## src/rtl/sub_byte_serial_seq.sv

```systemverilog
// Byte-serial sequencer for wide A - B - bin on an external 8-bit subtractor.
// Feeds one byte per cycle LSB first, chains the borrow, returns the result over valid/ready.
module sub_byte_serial_seq #(
  parameter int NBYTES = 4
) (
  input  logic                clk,
  input  logic                rst,
  input  logic                in_valid,
  output logic                in_ready,
  input  logic [8*NBYTES-1:0] in_a,
  input  logic [8*NBYTES-1:0] in_b,
  input  logic                in_bin,
  output logic [7:0]          sub_a,
  output logic [7:0]          sub_b,
  output logic                sub_bin,
  input  logic [7:0]          sub_diff,
  input  logic                sub_bout,
  output logic                out_valid,
  input  logic                out_ready,
  output logic [8*NBYTES-1:0] out_diff,
  output logic                out_bout,
  output logic                out_zero
);

  localparam int W  = 8 * NBYTES;
  localparam int IW = (NBYTES > 1) ? $clog2(NBYTES) : 1;
  localparam logic [IW-1:0] LAST_IDX = IW'(NBYTES - 1);

  typedef enum logic [1:0] {
    IDLE = 2'd0,
    RUN  = 2'd1,
    DONE = 2'd2
  } state_t;

  state_t          state_r;
  state_t          state_s;
  logic [IW-1:0]   idx_r;
  logic [W-1:0]    a_r;
  logic [W-1:0]    b_r;
  logic            bin_r;
  logic            borrow_r;
  logic [W-1:0]    diff_r;
  logic [W-1:0]    diff_s;
  logic            last_s;

  assign last_s = (idx_r == LAST_IDX);

  // Next-state decode for the job sequencer
  always_comb begin
    state_s = state_r;
    case (state_r)
      IDLE: begin
        if (in_valid && in_ready) state_s = RUN;
        else                      state_s = IDLE;
      end
      RUN: begin
        if (last_s) state_s = DONE;
        else        state_s = RUN;
      end
      DONE: begin
        if (out_ready) state_s = IDLE;
        else           state_s = DONE;
      end
      default: state_s = IDLE;
    endcase
  end

  // Operand byte selection and the difference word with the current byte merged in
  always_comb begin
    sub_a   = 8'h00;
    sub_b   = 8'h00;
    sub_bin = 1'b0;
    diff_s  = diff_r;
    if (state_r == RUN) begin
      sub_a   = a_r[8*idx_r +: 8];
      sub_b   = b_r[8*idx_r +: 8];
      sub_bin = (idx_r == {IW{1'b0}}) ? bin_r : borrow_r;
      diff_s[8*idx_r +: 8] = sub_diff;
    end else begin
      sub_a   = 8'h00;
      sub_b   = 8'h00;
      sub_bin = 1'b0;
    end
  end

  // State register with handshake flags registered from the next state
  always_ff @(posedge clk or posedge rst) begin
    if (rst) begin
      state_r   <= IDLE;
      in_ready  <= 1'b1;
      out_valid <= 1'b0;
    end else begin
      state_r   <= state_s;
      in_ready  <= (state_s == IDLE);
      out_valid <= (state_s == DONE);
    end
  end

  // Operand capture, byte stepping and result registers
  always_ff @(posedge clk or posedge rst) begin
    if (rst) begin
      idx_r    <= {IW{1'b0}};
      a_r      <= {W{1'b0}};
      b_r      <= {W{1'b0}};
      bin_r    <= 1'b0;
      borrow_r <= 1'b0;
      diff_r   <= {W{1'b0}};
      out_diff <= {W{1'b0}};
      out_bout <= 1'b0;
      out_zero <= 1'b0;
    end else begin
      case (state_r)
        IDLE: begin
          if (in_valid && in_ready) begin
            a_r      <= in_a;
            b_r      <= in_b;
            bin_r    <= in_bin;
            idx_r    <= {IW{1'b0}};
            borrow_r <= 1'b0;
            diff_r   <= {W{1'b0}};
          end
        end
        RUN: begin
          diff_r   <= diff_s;
          borrow_r <= sub_bout;
          if (last_s) begin
            // diff_s already holds the final byte, so zero detect sees the full word
            idx_r    <= {IW{1'b0}};
            out_diff <= diff_s;
            out_bout <= sub_bout;
            out_zero <= (diff_s == {W{1'b0}});
          end else begin
            idx_r <= idx_r + 1'b1;
          end
        end
        default: begin
          idx_r <= idx_r;
        end
      endcase
    end
  end

endmodule
```

## config.mk

```make
export PLATFORM = sky130hd
export DESIGN_NAME = sub_byte_serial_seq
export DESIGN_NICKNAME = d
export VERILOG_FILES = /design/src/rtl/sub_byte_serial_seq.sv
export SDC_FILE = /design/constraint.sdc
export NUM_CORES = 1
export LEC_CHECK = 0
export BUFFER_PORTS_ARGS = -buffer_cell sky130_fd_sc_hd__buf_2
export CORE_AREA = 5 5 140 142
export CTS_CLUSTER_SIZE = 12
export DETAILED_ROUTE_END_ITERATION = 10
export DIE_AREA = 0 0 145 147
export PLACE_DENSITY_LB_ADDON = 0.2
export SYNTH_ARGS = -nofsm -noshare
export SYNTH_HDL_FRONTEND = slang
export SYNTH_SLANG_ARGS = --single-unit
export TNS_END_PERCENT = 1
```

## constraint.sdc

```tcl
create_clock -name clk -period 4.9 [get_ports clk]
set_input_delay 0.735 -clock clk [delete_from_list [all_inputs] [get_ports clk]]
set_output_delay 0.735 -clock clk [all_outputs]
set_load 0.02 [all_outputs]
```

==> flow_summary.ini, run 1 <==
[placement]
port_buffers = 130
dp_hpwl_um = 10900
gp_congestion = 0.794

[power_and_ir_drop]
vdd_drop_max_mv = 0.312
leakage_uw = 0.00350
p_per_area_nw_per_um2 = 669

[global_routing]
grt_overflow_total = 0
use_met3_pct = 5.61
busiest_layer = met2
use_met2_pct = 23.6
antenna_found_initial = 1
grt_max_degree = 99
grt_pass1_vias = 4788
grt_usage_pct = 15.3
grt_pass1_wl_um = 26000
gr-usage-met1_pct = 20.1

[cts]
max-clock-path-buffers = 2
ctsResizeCount = 0
insertion_delay_ps = 420
h-tree-depth = 4
post_cts_buffers = 0
cts_tree = done
cts_sinks = 138
root_buffer = clkbuf_16
ctsHoldBuffers = 0
cts_inserted_buffers = 17
clk_pin_slew_ps = 60

[critical_path]
critical_path_class = flip-flop to flip-flop
start_kind = flip-flop
reg2reg_depth = 8
critPathArrivalTime_ps = 3130
timing.rr.start = idx_r[1]
cp_data_required_time_ps = 5200
cp-startpoint = idx_r[1]
path_max_fanout = 20
cpMaxStageDelayCell = or4b_1
cp_slowest_stage_delay_ps = 500
cp-end-kind = flip-flop
path_cells = buf_4 > inv_1 > ha_1 > or4b_1 > nor2_2 > a2111oi_0 > nand4_1 > o31ai_1
r2r_end = out_zero
cp.depth = 8
path_delay_family = simple AND/OR/NAND/NOR gates
reg2reg_slack_ps = 2070
critPathCapture = out_zero
crit_buf_inv = 2

[yosys]
synthMostInstantiatedCell = dfrtp_1
synth.net_count = 573
synth_ff_type = dfrtp_1
synth_area_sq_um = 6220
synth.area.top_cells = dfrtp_1 55%, mux2_2 12%, mux4_2 5.8%
yosys_warnings = 0
yosys.area.top_type = dfrtp_1
yosysUniqueCellTypes = 49
async_flop_share_pct = 100
synth_edf_count = 0
synth.top_cell.area_share_pct = 55.1
syn_inst = 489
ys_seq_area_share_pct = 55.5
ys_ff_latch = 138
synthTopCellsByCount = 137 x dfrtp_1, 67 x mux2_2, 48 x nand2_1
synth.avg_cell_area_sq_um = 12.7

[timing]
clock_skew_ps = 16.0
slew_viol_final = 0
fin_setup_tns_ps = 0
rsz0062_at_grt = false
timing.final.hold_violations = 0
whs_ps = 473
period_minus_slack_ps = 2830
tightest_slew_ps = 1080
finalCritPeriodShare_pct = 57.8
max_clock_freq_mhz = 353
relSlewSlack_pct = 27.6
setup_viol = 0

[run_status]
status = finished clean

[drt]
route.detailed.drc = 0
via_per_inst = 5.15
drtPass1Iterations = 4
post_drt_wl_per_cell_um = 18.5
antenna_left = 0
drtIter0Drc = 152
drt-total-wl_um = 15800
num_vias = 4407

[die]
initial_core_util_pct = 33.9
num_rows = 50
die_area_sq_um = 21300
die_x_um = 145
io_pins = 131
coreArea_sq_um = 18300
die_h_um = 147

[finish]
drive_gt1_share_pct = 41.9
n_fill_cell = 1779
nets = 692
area.growth.synth_to_final_pct = 22.6

[flow_run]
drv_cap = 0

[min_path]
min_path_type = flip-flop to flip-flop
-- cells in the final DEF, fill, tap and decap left out, types with 16 or more instances in the layout --
cell type / n
and2_1: 17
a22oi_1: 28
o21ai_0: 32
dfrtp_1: 137
mux2_2: 67
a22o_1: 27
buf_2: 130
nand2_1: 47
clkbuf_16: 17
mux4_2: 16
-- per-layer routing --
| layer | wire length (um) | vias up |
|---|---|---|
| li1 | - | 2048 |
| met1 | 7180 | 2198 |
| met2 | 7290 | 136 |
| met3 | 1050 | 23 |
| met4 | 264 | 2 |
| met5 | 13 | - |
-- worst min-delay path by stage --
stage	start	endpoint	slack, ps	cells past startpoint
finish	out_diff[14]	out_diff[14]	470	2
global route	out_diff[14]	out_diff[14]	510	2
CTS	out_diff[10]	out_diff[10]	480	2
detailed placement	out_diff[14]	out_diff[14]	470	2
global placement	out_diff[20]	out_diff[20]	460	2
floorplan	diff_r[31]	diff_r[31]	460	2
-- worst register-to-register path, delay by kind of cell (launching register included) --
kind / cells / cell delay, ps
and+or+nand+nor: 3 / 1150
adders and majority gates: 1 / 490
buffers and inverters: 2 / 450
DFF: 1 / 320
AOI/OAI and AO/OA: 2 / 300
-- cell families (layout without fill, tap and decap cells) --
group                    after synthesis  after routing  synth area share (%)
flip-flops                           138            138                  55.5
other                                  0              1                     0
adder cells (fa/ha/maj)                6              6                  1.21
buffers and inverters                 40            172                  2.82
multiplexers                          85             85                  18.2
AND/OR/NAND/NOR                      104            104                  9.07
AO/OA/AOI/OAI                        116            116                  13.1
-- layout make-up --
type | count | area (sq um) | share of cell area [%]
flip-flops and latches | 138 | 3450 | 45.3
multi-input cells | 311 | 2600 | 34.1
repair buffers | 136 | 696 | 9.12
clock buffers | 19 | 443 | 5.81
well taps | 234 | 293 | 3.84
clock inverters | 13 | 118 | 1.54
inverters | 4 | 20.0 | 0.263
diodes | 1 | 2.50 | 0.0328
-- per-stage QoR --
stage	area (sq um)	cells	worst slack [ps]	power (uW)	utilization, %
3_5_place_dp	7060	823	2080	3950	38.5
4_1_cts	7620	855	2020	5190	41.6
5_1_grt	7620	855	1870	5460	41.6
6_report	7630	856	2070	5110	41.6
3_3_place_gp	7060	823	2140	3900	38.5
2_1_floorplan	6220	489	470	3340	-
-- power breakdown --
group | switching (uW) | leakage, uW | internal [uW]
Clock | 502 | 0.000262 | 713
Sequential | 264 | 0.00176 | 1610
Combinational | 1080 | 0.00148 | 939
-- sequential cells by signal, indices dropped and copies added, names as in the netlist --
signal,count
out_zero,1
bin_r,1
borrow_r,1
b_r,32
state_r,2
out_valid,1
diff_r,32
out_bout,1
a_r,32
out_diff,32
in_ready,1
idx_r,2
(Power assumes the default switching activity.)
==> inputs of run 2 (changes only) <==
clock period = 2.9 ns   (was 4.9 ns; I/O delays follow)
==> flow_summary.ini, run 2 (same netlist as run 1, synthesis figures left out) <==
[run_status]
status = finished clean

[global_routing]
grt_pass1_wl_um = 26200
grt_max_degree = 73
antenna_found_initial = 3
grt_pass1_vias = 4789
grt_usage_pct = 15.3
grt_overflow_total = 0

[power_and_ir_drop]
p_per_area_nw_per_um2 = 1160
vdd_drop_max_mv = 0.465
leakage_uw = 0.00358

[cts]
clk_pin_slew_ps = 60
cts_inserted_buffers = 17
cts_tree = done
post_cts_buffers = 0
insertion_delay_ps = 420
ctsResizeCount = 0
h-tree-depth = 4
cts_sinks = 138
ctsHoldBuffers = 0
root_buffer = clkbuf_16
max-clock-path-buffers = 2

[finish]
n_fill_cell = 1768
n_antenna_cell = 0
fin_area_sq_um = 7770
area.growth.synth_to_final_pct = 24.9
stdcell_count = 861
nets = 700
final_cell_mix = 137 x dfrtp_1, 130 x buf_2, 67 x mux2_2
multi_input_area_sq_um = 2600
drive_gt1_share_pct = 42.6
mostFrequentLayoutCell = dfrtp_1
seq_area_sq_um = 3450

[drt]
drtPass1Iterations = 4
antenna_left = 0
drt-total-wl_um = 16100
drtIter0Drc = 201
via_per_inst = 5.09
route.detailed.drc = 0
num_vias = 4379
post_drt_wl_per_cell_um = 18.7

[die]
die_area_sq_um = 21300
die_x_um = 145
num_rows = 50
coreArea_sq_um = 18300
die_h_um = 147
io_pins = 131
initial_core_util_pct = 33.9

[timing]
max_clock_freq_mhz = 398
relSlewSlack_pct = 48.1
timing.final.hold_violations = 0
period_minus_slack_ps = 2510
tightest_slew_ps = 778
finalCritPeriodShare_pct = 86.6
rsz0062_at_grt = false
slew_viol_final = 0
fin_setup_tns_ps = 0
setup_viol = 0
clock_skew_ps = 10.0

[flow_run]
drv_cap = 0

[placement]
port_buffers = 130
dp.cells = 831
dp_hpwl_um = 11400
gp_congestion = 0.819
dpl_cell_area_sq_um = 7130

[critical_path]
path_max_fanout = 26
critPathArrivalTime_ps = 2080
critical_path_class = flip-flop to primary output
cp-end-kind = primary output
start_kind = flip-flop
cp_data_required_time_ps = 2470

[min_path]
min_path_type = input pin to async pin
==> run 2: changes by cell type in the layout (fill, tap and decap cells not counted) <==
| cell | before | now |
|---|---|---|
| bufinv_16 | 1 | 4 |
| clkinvlp_4 | 5 | 3 |
| clkbuf_1 | 1 | 0 |
| diode_2 | 1 | 0 |
| clkbuf_8 | 1 | 3 |
| buf_4 | 6 | 13 |
| inv_6 | 4 | 1 |
| buf_12 | 0 | 1 |
| clkinv_4 | 1 | 2 |
| clkinv_2 | 3 | 1 |
==> run 2: final cells by class <==
type / count / share of cell area [%]
Clock inverter: 10 / 2.14
Clock buffer: 20 / 6.01
Tap cell: 234 / 3.77
Sequential cell: 138 / 44.5
Inverter: 4 / 0.242
Timing Repair Buffer: 144 / 9.89
Multi-Input combinational cell: 311 / 33.5
==> run 2: critical path, stage by stage (launching register included) <==
cell and delay (ps):
dfrtp_1 340, buf_4 410, mux4_2 560, and2_1 180, buf_2 160
==> run 2: final timing paths <==
path | cells past startpoint | to | from | slack (ps)
min in group clk | 2 | bin_r | in_bin | 250
max in group asynchronous | 3 | diff_r[13] | rst | 1900
worst min register to register | 2 | out_diff[22] | out_diff[22] | 470
worst max-delay path | 4 | sub_b[6] | idx_r[0] | 390
worst min-delay path | 2 | a_r[20] | rst | 20
worst max register to register | 7 | out_zero | idx_r[0] | 650
==> run 2: per-layer routing <==
| layer | wire [um] | track usage, % | part of all wire, % | vias up |
|---|---|---|---|---|
| li1 | - | - | - | 2063 |
| met1 | 7150 | 20.2 | 44 | 2149 |
| met2 | 7620 | 24.4 | 47 | 139 |
| met3 | 1180 | 5.58 | 7.3 | 22 |
| met4 | 151 | 3.48 | 0.94 | 6 |
| met5 | 22 | 0 | 0.14 | - |
==> run 2: stage by stage <==
stage	total power [uW]	hold slack (ps)	utilization, %	worst slack, ps
2_1_floorplan	5650	463	-	76.3
3_3_place_gp	6650	457	38.9	717
3_5_place_dp	6760	466	38.9	670
4_1_cts	9120	21.2	42.4	330
5_1_grt	9560	48.6	42.4	276
6_report	9000	23.8	42.4	388
==> run 2: power by group <==
part | internal (uW) | switching (uW) | leakage [uW] | total, uW
Sequential | 2720 | 449 | 0.00176 | 3170
Clock | 1500 | 827 | 0.000305 | 2330
Combinational | 1620 | 1880 | 0.00152 | 3500
